`src/rtl/fmul_round_stage_pkg.sv`:
```
`default_nettype none
// ============================================================================
//  Module   : fmul_round_stage_pkg
//  Purpose  : Shared FP32 field widths, special-value constants and types for
//             the FMUL rounding stage and its rounding sub-module.
//  Ports    : (package - no ports)
//  Revision : 1.0 - initial release
// ============================================================================
package fmul_round_stage_pkg;

   localparam int EXP_W  = 8;
   localparam int FRAC_W = 23;
   localparam int FP_W   = 1 + EXP_W + FRAC_W;

   localparam logic [EXP_W-1:0] EXP_MAX      = 8'hFF;
   localparam logic [FP_W-1:0]  QNAN_DEFAULT = 32'h7FC00000;
   localparam logic [FP_W-1:0]  INF_POS      = 32'h7F800000;

   typedef struct packed {
      logic              sign;
      logic [EXP_W-1:0]  exp;
      logic [FRAC_W-1:0] frac;
   } fp32_t;

   // Signed infinity: sign bit followed by the positive-infinity pattern.
   function automatic fp32_t make_inf(input logic sign);
      fp32_t r;
      r      = fp32_t'(INF_POS);
      r.sign = sign;
      return r;
   endfunction

endpackage : fmul_round_stage_pkg
`default_nettype wire

```
`src/rtl/fmul_round_stage_rne.sv`:
```
`default_nettype none
// ============================================================================
//  Module   : fp32_round_rne
//  Purpose  : Combinational FP32 rounding. Applies round-to-nearest-even (or
//             truncation), propagates a fraction carry into the exponent and
//             saturates to infinity on exponent overflow.
//  Ports    : sign/exp/frac  - unrounded result fields
//             rd, sticky     - guard bit and OR of remaining discarded bits
//             mode           - 1 = round-to-nearest-even, 0 = truncate
//             y              - packed {sign, exp, frac} result
//             overflow       - result is infinity (input exp saturated or
//                              rounding carried into EXP_MAX)
//             inexact        - discarded bits were nonzero
//  Revision : 1.0 - initial release
// ============================================================================
module fp32_round_rne
   import fmul_round_stage_pkg::*;
(
   input  logic              sign,
   input  logic [EXP_W-1:0]  exp,
   input  logic [FRAC_W-1:0] frac,
   input  logic              rd,
   input  logic              sticky,
   input  logic              mode,
   output logic [FP_W-1:0]   y,
   output logic              overflow,
   output logic              inexact
);

   logic              inc;
   logic [FRAC_W:0]   sum;
   logic              carry;
   logic [EXP_W-1:0]  exp_inc;

   always_comb begin
      // Round up above half, or on an exact tie when the LSB is odd.
      inc      = mode & rd & (sticky | frac[0]);
      sum      = {1'b0, frac} + {{FRAC_W{1'b0}}, inc};
      carry    = sum[FRAC_W];
      exp_inc  = exp + EXP_W'(1);

      y        = {sign, exp, sum[FRAC_W-1:0]};
      overflow = 1'b0;
      inexact  = rd | sticky;

      if (exp == EXP_MAX) begin
         // Already saturated: emit infinity without rounding.
         y        = make_inf(sign);
         overflow = 1'b1;
         inexact  = 1'b0;
      end else if (carry) begin
         // Fraction wrapped to zero; mantissa 1.111.. became 10.000..
         if (exp_inc == EXP_MAX) begin
            y        = make_inf(sign);
            overflow = 1'b1;
            inexact  = 1'b1;
         end else begin
            y = {sign, exp_inc, {FRAC_W{1'b0}}};
         end
      end
   end

endmodule : fp32_round_rne
`default_nettype wire

```
`src/rtl/fmul_round_stage.sv`:
```
`default_nettype none
// ============================================================================
//  Module   : fmul_round_stage
//  Purpose  : Two-register rounding pipeline behind the FMUL datapath.
//             S1 captures raw fields, rounding runs between S1 and S2, and S2
//             drives the packed result and per-result status. Valid/ready
//             backpressure on both sides; sticky status flags for software.
//  Ports    : clk, rst                      - clock, async active-high reset
//             in_valid/in_ready             - upstream handshake
//             in_sign/exp/frac/rd/sticky    - unrounded result fields
//             in_error, in_overflow         - FMUL status for this result
//             out_valid/out_ready           - downstream handshake
//             out_y                         - packed FP32 result
//             out_error/overflow/inexact    - status of out_y
//             flag_clr                      - clears sticky flags
//             flag_overflow/error/inexact   - sticky OR over delivered results
//  Revision : 1.0 - initial release
// ============================================================================
module fmul_round_stage
   import fmul_round_stage_pkg::*;
#(
   parameter int              ROUND_MODE = 1,
   parameter logic [FP_W-1:0] QNAN       = QNAN_DEFAULT
)
(
   input  logic              clk,
   input  logic              rst,
   input  logic              in_valid,
   output logic              in_ready,
   input  logic              in_sign,
   input  logic [EXP_W-1:0]  in_exp,
   input  logic [FRAC_W-1:0] in_frac,
   input  logic              in_rd,
   input  logic              in_sticky,
   input  logic              in_error,
   input  logic              in_overflow,
   output logic              out_valid,
   input  logic              out_ready,
   output logic [FP_W-1:0]   out_y,
   output logic              out_error,
   output logic              out_overflow,
   output logic              out_inexact,
   input  logic              flag_clr,
   output logic              flag_overflow,
   output logic              flag_error,
   output logic              flag_inexact
);

   localparam logic MODE_RNE = (ROUND_MODE != 0);

   // S1 registers (raw inputs)
   logic              s1_valid;
   logic              s1_sign;
   logic [EXP_W-1:0]  s1_exp;
   logic [FRAC_W-1:0] s1_frac;
   logic              s1_rd;
   logic              s1_sticky;
   logic              s1_error;
   logic              s1_overflow;

   // Handshake
   logic s2_free;
   logic s1_free;
   logic out_xfer;

   assign s2_free  = !out_valid || out_ready;
   assign s1_free  = !s1_valid || s2_free;
   assign in_ready = s1_free;
   assign out_xfer = out_valid && out_ready;

   // Rounding between S1 and S2
   logic [FP_W-1:0] rnd_y;
   logic            rnd_overflow;
   logic            rnd_inexact;

   fp32_round_rne u_round (
      .sign     (s1_sign),
      .exp      (s1_exp),
      .frac     (s1_frac),
      .rd       (s1_rd),
      .sticky   (s1_sticky),
      .mode     (MODE_RNE),
      .y        (rnd_y),
      .overflow (rnd_overflow),
      .inexact  (rnd_inexact)
   );

   logic [FP_W-1:0] nxt_y;
   logic            nxt_error;
   logic            nxt_overflow;
   logic            nxt_inexact;

   // Invalid operation dominates; an upstream overflow bypasses rounding.
   always_comb begin
      nxt_y        = rnd_y;
      nxt_error    = 1'b0;
      nxt_overflow = rnd_overflow;
      nxt_inexact  = rnd_inexact;
      if (s1_error) begin
         nxt_y        = QNAN;
         nxt_error    = 1'b1;
         nxt_overflow = 1'b0;
         nxt_inexact  = 1'b0;
      end else if (s1_overflow) begin
         nxt_y        = make_inf(s1_sign);
         nxt_overflow = 1'b1;
         nxt_inexact  = 1'b0;
      end
   end

   // S1: refills whenever it is empty or its content moves on this cycle.
   always_ff @(posedge clk or posedge rst) begin
      if (rst) begin
         s1_valid    <= 1'b0;
         s1_sign     <= 1'b0;
         s1_exp      <= '0;
         s1_frac     <= '0;
         s1_rd       <= 1'b0;
         s1_sticky   <= 1'b0;
         s1_error    <= 1'b0;
         s1_overflow <= 1'b0;
      end else if (s1_free) begin
         s1_valid <= in_valid;
         if (in_valid) begin
            s1_sign     <= in_sign;
            s1_exp      <= in_exp;
            s1_frac     <= in_frac;
            s1_rd       <= in_rd;
            s1_sticky   <= in_sticky;
            s1_error    <= in_error;
            s1_overflow <= in_overflow;
         end
      end
   end

   // S2: output registers hold while stalled so data stays stable.
   always_ff @(posedge clk or posedge rst) begin
      if (rst) begin
         out_valid    <= 1'b0;
         out_y        <= '0;
         out_error    <= 1'b0;
         out_overflow <= 1'b0;
         out_inexact  <= 1'b0;
      end else if (s2_free) begin
         out_valid <= s1_valid;
         if (s1_valid) begin
            out_y        <= nxt_y;
            out_error    <= nxt_error;
            out_overflow <= nxt_overflow;
            out_inexact  <= nxt_inexact;
         end
      end
   end

   // Sticky flags: a delivered result setting a flag wins over a clear.
   always_ff @(posedge clk or posedge rst) begin
      if (rst) begin
         flag_overflow <= 1'b0;
         flag_error    <= 1'b0;
         flag_inexact  <= 1'b0;
      end else begin
         flag_overflow <= (flag_overflow && !flag_clr) || (out_xfer && out_overflow);
         flag_error    <= (flag_error    && !flag_clr) || (out_xfer && out_error);
         flag_inexact  <= (flag_inexact  && !flag_clr) || (out_xfer && out_inexact);
      end
   end

endmodule : fmul_round_stage
`default_nettype wire

```
`config.mk`:
```
export PLATFORM = sky130hd
export DESIGN_NAME = fmul_round_stage
export DESIGN_NICKNAME = d
export VERILOG_FILES = /design/src/rtl/fmul_round_stage_pkg.sv /design/src/rtl/fmul_round_stage_rne.sv /design/src/rtl/fmul_round_stage.sv
export SDC_FILE = /design/constraint.sdc
export NUM_CORES = 1
export LEC_CHECK = 0
export CORE_AREA = 2 2 91 93
export CTS_CLUSTER_DIAMETER = 200
export CTS_CLUSTER_SIZE = 40
export DETAILED_ROUTE_END_ITERATION = 7
export DIE_AREA = 0 0 93 95
export PLACE_DENSITY_LB_ADDON = 0.15
export SLEW_MARGIN = 0
export SYNTH_ARGS = -nofsm -noshare
export SYNTH_HDL_FRONTEND = slang
export SYNTH_SLANG_ARGS = --single-unit
```
`constraint.sdc`:
```
create_clock -name clk -period 2.3 [get_ports clk]
set_input_delay 0.23 -clock clk [delete_from_list [all_inputs] [get_ports clk]]
set_output_delay 0.23 -clock clk [all_outputs]
set_load 0.005 [all_outputs]
```
# == Word-level counts from Yosys, hierarchy flattened ==
# Cells that the tools add are included.
# word_totals
regBits,76
input_bits,41
output_inout_bits,40
wordCells,56
# op_classes
addsub,2
eq_ne,2
muxes,16
n_bitwise,3
reduce_logical,17
# op_table
op,n
two-way mux 31 bit,4
two-way mux 32 bit,1
adder 23 x 1 -> 24 bit,1
equality test 8 bit (second input constant),2
two-way mux 1 bit,11
adder 8 x 1 -> 8 bit (second input constant),1
logical AND 1 bit,7
logical OR 1 bit,5
AND reduction 2 bit,2
zero test 1 bit,3
bitwise OR 1 bit,2
AND 1 bit,1

# == Depth between registers and ports, before layout ==
# depth
word_depth,7
ltp_mapped,8

# == Hierarchy ==
# From an unflattened synthesis, not the netlist that was laid out.
# hier_totals
cells_unflattened,395
area_unflattened_um2,4007.6
# modules_own_cells
module,n_inst,cells_per_inst,area_per_inst_um2,seq_area_each_um2
fmul_round_stage,1,253,3057.9,1901.8
fp32_round_rne,1,142,949.7,0.0

# == Worst setup path before layout ==
# No wires, ideal clock.
# synth_timing
kind,register to register
start,register s1_sticky
end,register out_y[30]
setup_ns,0.082
arrival_ns,1.843
path_slack_ns,0.375
stages_incl_launch_ff,8
n_path_buf,0
period_less_slack_ns,1.925
path_cell_list,dfrtp_1 -> o21a_1 -> ha_1 -> nand4_1 -> nor3_1 -> nand3_2 -> or4_1 -> a31oi_1
# synth_between
elab_chain_cells,7
# synth_lines
item,line_no,source
start: declaration,fmul_round_stage.sv:57,logic s1_sticky;
start signal: assignment,fmul_round_stage.sv:129,s1_sticky <= in_sticky;
bitwise OR 1 bit,fmul_round_stage_rne.sv:37,inc = mode & rd & (sticky | frac[0]);
AND 1 bit,fmul_round_stage_rne.sv:37,
adder 23 x 1 -> 24 bit,fmul_round_stage_rne.sv:38,"sum = {1'b0, frac} + {{FRAC_W{1'b0}}, inc};"
two-way mux 31 bit,fmul_round_stage_rne.sv:51,end else if (carry) begin
two-way mux 31 bit,fmul_round_stage_rne.sv:46,if (exp == EXP_MAX) begin
two-way mux 31 bit,fmul_round_stage.sv:104,end else if (s1_overflow) begin
two-way mux 32 bit,fmul_round_stage.sv:99,if (s1_error) begin
end signal: assignment,fmul_round_stage.sv:147,out_y <= nxt_y;
end: declaration,fmul_round_stage.sv:39,"output logic [FP_W-1:0] out_y,"
# No other way between the ends.
# A chain may end at the register's enable or synchronous reset.

# == Final worst setup path ==
# layout_timing
start,register s1_sticky
end,register out_y[26]
# Same word-level chain as after synthesis.

==> results.md <==
* Diode count at 0
* Crit share post-route at just over 90%
* Initial antenna violation count at 0
* TritonCTS clock tree: done
* Max-slew violations at 0
* Slowest CP cell: dfrtp_1
* Least-Margin Pin Slew at 417.4 ps
* Area of the multi-input gates at around 0.0015 sq mm
* Wire length per cell at between 15 and 20 um
* Clk_skew at around 5.7 ps
* Inst Count DP at 490
* Cells after Synth at about 300
* Finished Layout Cells at 506
* Area leader, netlist: dfrtp_1
* Total GRT Usage at a little under a fifth
* Post-route ant nets at 0
* Max Fanout on Critical Path at 12
* Drt via density at about 5.2
* Worst hold path type: input pin to async pin
* Cell chain of the critical path: o21a_1 -> ha_1 -> nand4_1 -> nor3_2 -> nand3_2 -> buf_4 -> or3_1 -> a31oi_1
* DIE AREA at around 0.009 sq mm
* Share of cells above drive strength 1 at between 10% and 20%
* DRT Pass-1 Iters at 4
* Total routed wirelength at approximately 7600 um
* Ys Warns at 0
* Final #Nets at about 440
* GP Congestion at ~0.8
* Setup WS post-layout at between 150 and 200 ps
* Syn avg cell area at ~11 sq um
* Critical R2R Launch: s1_sticky
* HPWL after DPL at 5366 um
* Hold Fails Final Rpt at 0
* Chip width at between 90 and 100 um
* VDD IR max at about 340 uV
* # rows at 33
* First-pass GRT wire length at ~13000 um
* Port Buf Inserts at 80
* Critical Path RT at roughly 2600 ps
* Clock-pin slew on the worst setup and hold paths at ~80 ps
* Via count at around 2600
* Vias in the first global route at approximately 2700
* Max Root-Sink Buffers at 2
* TritonCTS buffer count at 9
* WS Path Type: flop to flop
* Critical Path Start: s1_sticky
* Fmax at around 470 MHz
* Register area share after synthesis at around 55%
* Seq cells post-synth at 76
* Drt initial violations at 95
* Relative slew slack at 71.96%
* Critical path's top delay family: simple AND/OR/NAND/NOR gates
* Max Cap Viol at 0
* Mapped Nets at about 350
* P_leak at 1.885 nW
* Pwr/cell area at between 700 and 800 mW/mm^2
* Die H at 95 um
* Top Ports at a little over 80
* Status: finished clean
* Synth top area share at a little over half
* Top post-synthesis cells by area: dfrtp_1 (55%), mux2_2 (12%), xor2_1 (4.3%)
* Post-CTS setup buffers at 0
* Critical Path AT at around 2400 ps
* Setup slack at placement at 41.35 ps
* CP bufs+invs at 1
* Crit path capture type: flop
* Sink Count at 76
* Fill cells at 707
* Area growth syn-to-layout at 34.55%
* Post-route DRC at 0
* Setup TNS at 0 ps
* Max incr delay on CP at 370 ps
* H-tree Lvls at 3
* RSZ-0062 raised after global routing: false
* Clock latency on the worst-skew pair at 350 ps
* Core ar. at a little under 0.008 sq mm
* CTS root buf: clkbuf_8
* Post-synthesis cell area at between 0.003 and 0.004 sq mm
* Crit path time final at 2123 ps
* Initial Utilization at ~44%
* Startpoint types: flop
* Sequential cell area at around 0.0019 sq mm
* Largest net degree at the start of global routing at just under 80
* GRT overflow at 0
* Final setup viols at 0
* Number of distinct library cells after synthesis at 35
## kinds of logic after synthesis
logic type | after synthesis | share of synthesized area [%]
XOR/XNOR | 25 | 6.318
buffers and inverters | 17 | 1.841
multiplexers | 37 | 11.99
AO/OA/AOI/OAI | 47 | 8.448
adder cells (fa/ha/maj) | 4 | 1.444
AND/OR/NAND/NOR | 100 | 15.09
flip-flops | 76 | 54.87
## stage by stage
stage               power, mW  area, sq um  utilization [%]  hold WS (ps)
detailed placement      2.516         4453            56.17         473.7
CTS                     3.555         4656            58.73         300.9
global route            3.719         4663            58.82         321.2
finish                  3.520         4663            58.82         291.0
global placement        2.498         4453            56.17         451.4
floorplan               2.078         3466                -         326.4
## registers in the layout (all words and copies together), names as in the netlist
register / flops
out_y: 32
s1_frac: 23
s1_exp: 8
flag_error: 1
flag_inexact: 1
flag_overflow: 1
out_error: 1
out_inexact: 1
out_overflow: 1
out_valid: 1
s1_error: 1
s1_overflow: 1
s1_rd: 1
s1_sign: 1
s1_sticky: 1
s1_valid: 1
## layout make-up
type	instances	share of cell area (%)
repair buffers	89	19.16
clock buffers	12	3.327
well taps	105	2.817
inverters	7	0.5635
multi-input cells	213	32.33
clock inverters	4	1.020
flip-flops and latches	76	40.78
## power by group
part	internal (mW)	switching, mW	total (mW)
clock network	0.557	0.484	1.04
registers	1.54	0.193	1.73
logic	0.466	0.279	0.745
total	2.56	0.956	3.52
## timing repair
item	4_1_cts	5_1_grt
hold endpoints to repair	0	0
endpoints found under the setup margin	0	20
gates resized for setup	0	2
hold buffers	0	0
## worst min-delay path, delay by kind of cell
kind                   cells  cell delay [ps]
buffers and inverters      3              820
## synth_stat cells
master     instances
o2111ai_1          1
or3_1              5
a21oi_1            3
a31oi_1            5
o21ai_0           25
and3_1             4
o211ai_1           1
and4_1             4
nor2_1            12
o221a_2            1
a211o_1            1
xnor2_1            8
nand4_1            7
dfrtp_1           76
nand2b_1           3
or2_2              1
o21a_1             1
nand3b_1           2
inv_1              7
mux2_2            36
o31ai_1            3
a22o_1             4
a32o_1             2
nand3_2            2
clkbuf_1          10
xor2_1            17
and4_4             1
nand2_1           37
or4_1              2
and2_1             1
nand3_1           15
nor4_4             1
mux2i_1            1
ha_1               4
nor3_1             3
## metal layers
| layer | vias up | GRT usage [%] | share of wire (%) |
|---|---|---|---|
| met3 | 16 | 3.432 | 5.2 |
| met5 | - | 0 | 0 |
| met4 | 0 | 10.17 | 2.5 |
| met2 | 72 | 29.53 | 47 |
| li1 | 1275 | - | - |
| met1 | 1269 | 25.07 | 45 |
## placed cells by master, fill, tap and decap left out, types with 2 or more instances in the layout
cell type,instances
and3_1,4
nand2_1,37
dfrtp_1,76
a22o_1,4
nand2b_1,3
and4_1,4
mux2_2,36
xor2_1,17
or3_1,5
nor2_1,11
xnor2_1,8
clkdlybuf4s50_1,80
or4_1,2
a32o_1,2
nand4_1,7
buf_12,2
ha_1,4
nand3_2,2
clkbuf_8,11
buf_4,7
nand3b_1,2
o31ai_1,3
nor3_1,2
a31oi_1,5
o21ai_0,25
clkinv_2,2
nand3_1,15
a21oi_1,3
inv_1,6
## final timing paths
| check | cells after the start | endpoint | slack (ps) |
|---|---|---|---|
| max | 8 | out_y[26] | 180 |
| min | 3 | out_y[6] | 290 |
| max reg2reg | 8 | out_y[26] | 180 |
| min reg2reg | 2 | out_y[8] | 480 |
| max in group asynchronous | 3 | s1_exp[0] | 1700 |
| min in group clk | 2 | s1_valid | 480 |
Note: power is estimated with default switching activity, not from simulation.
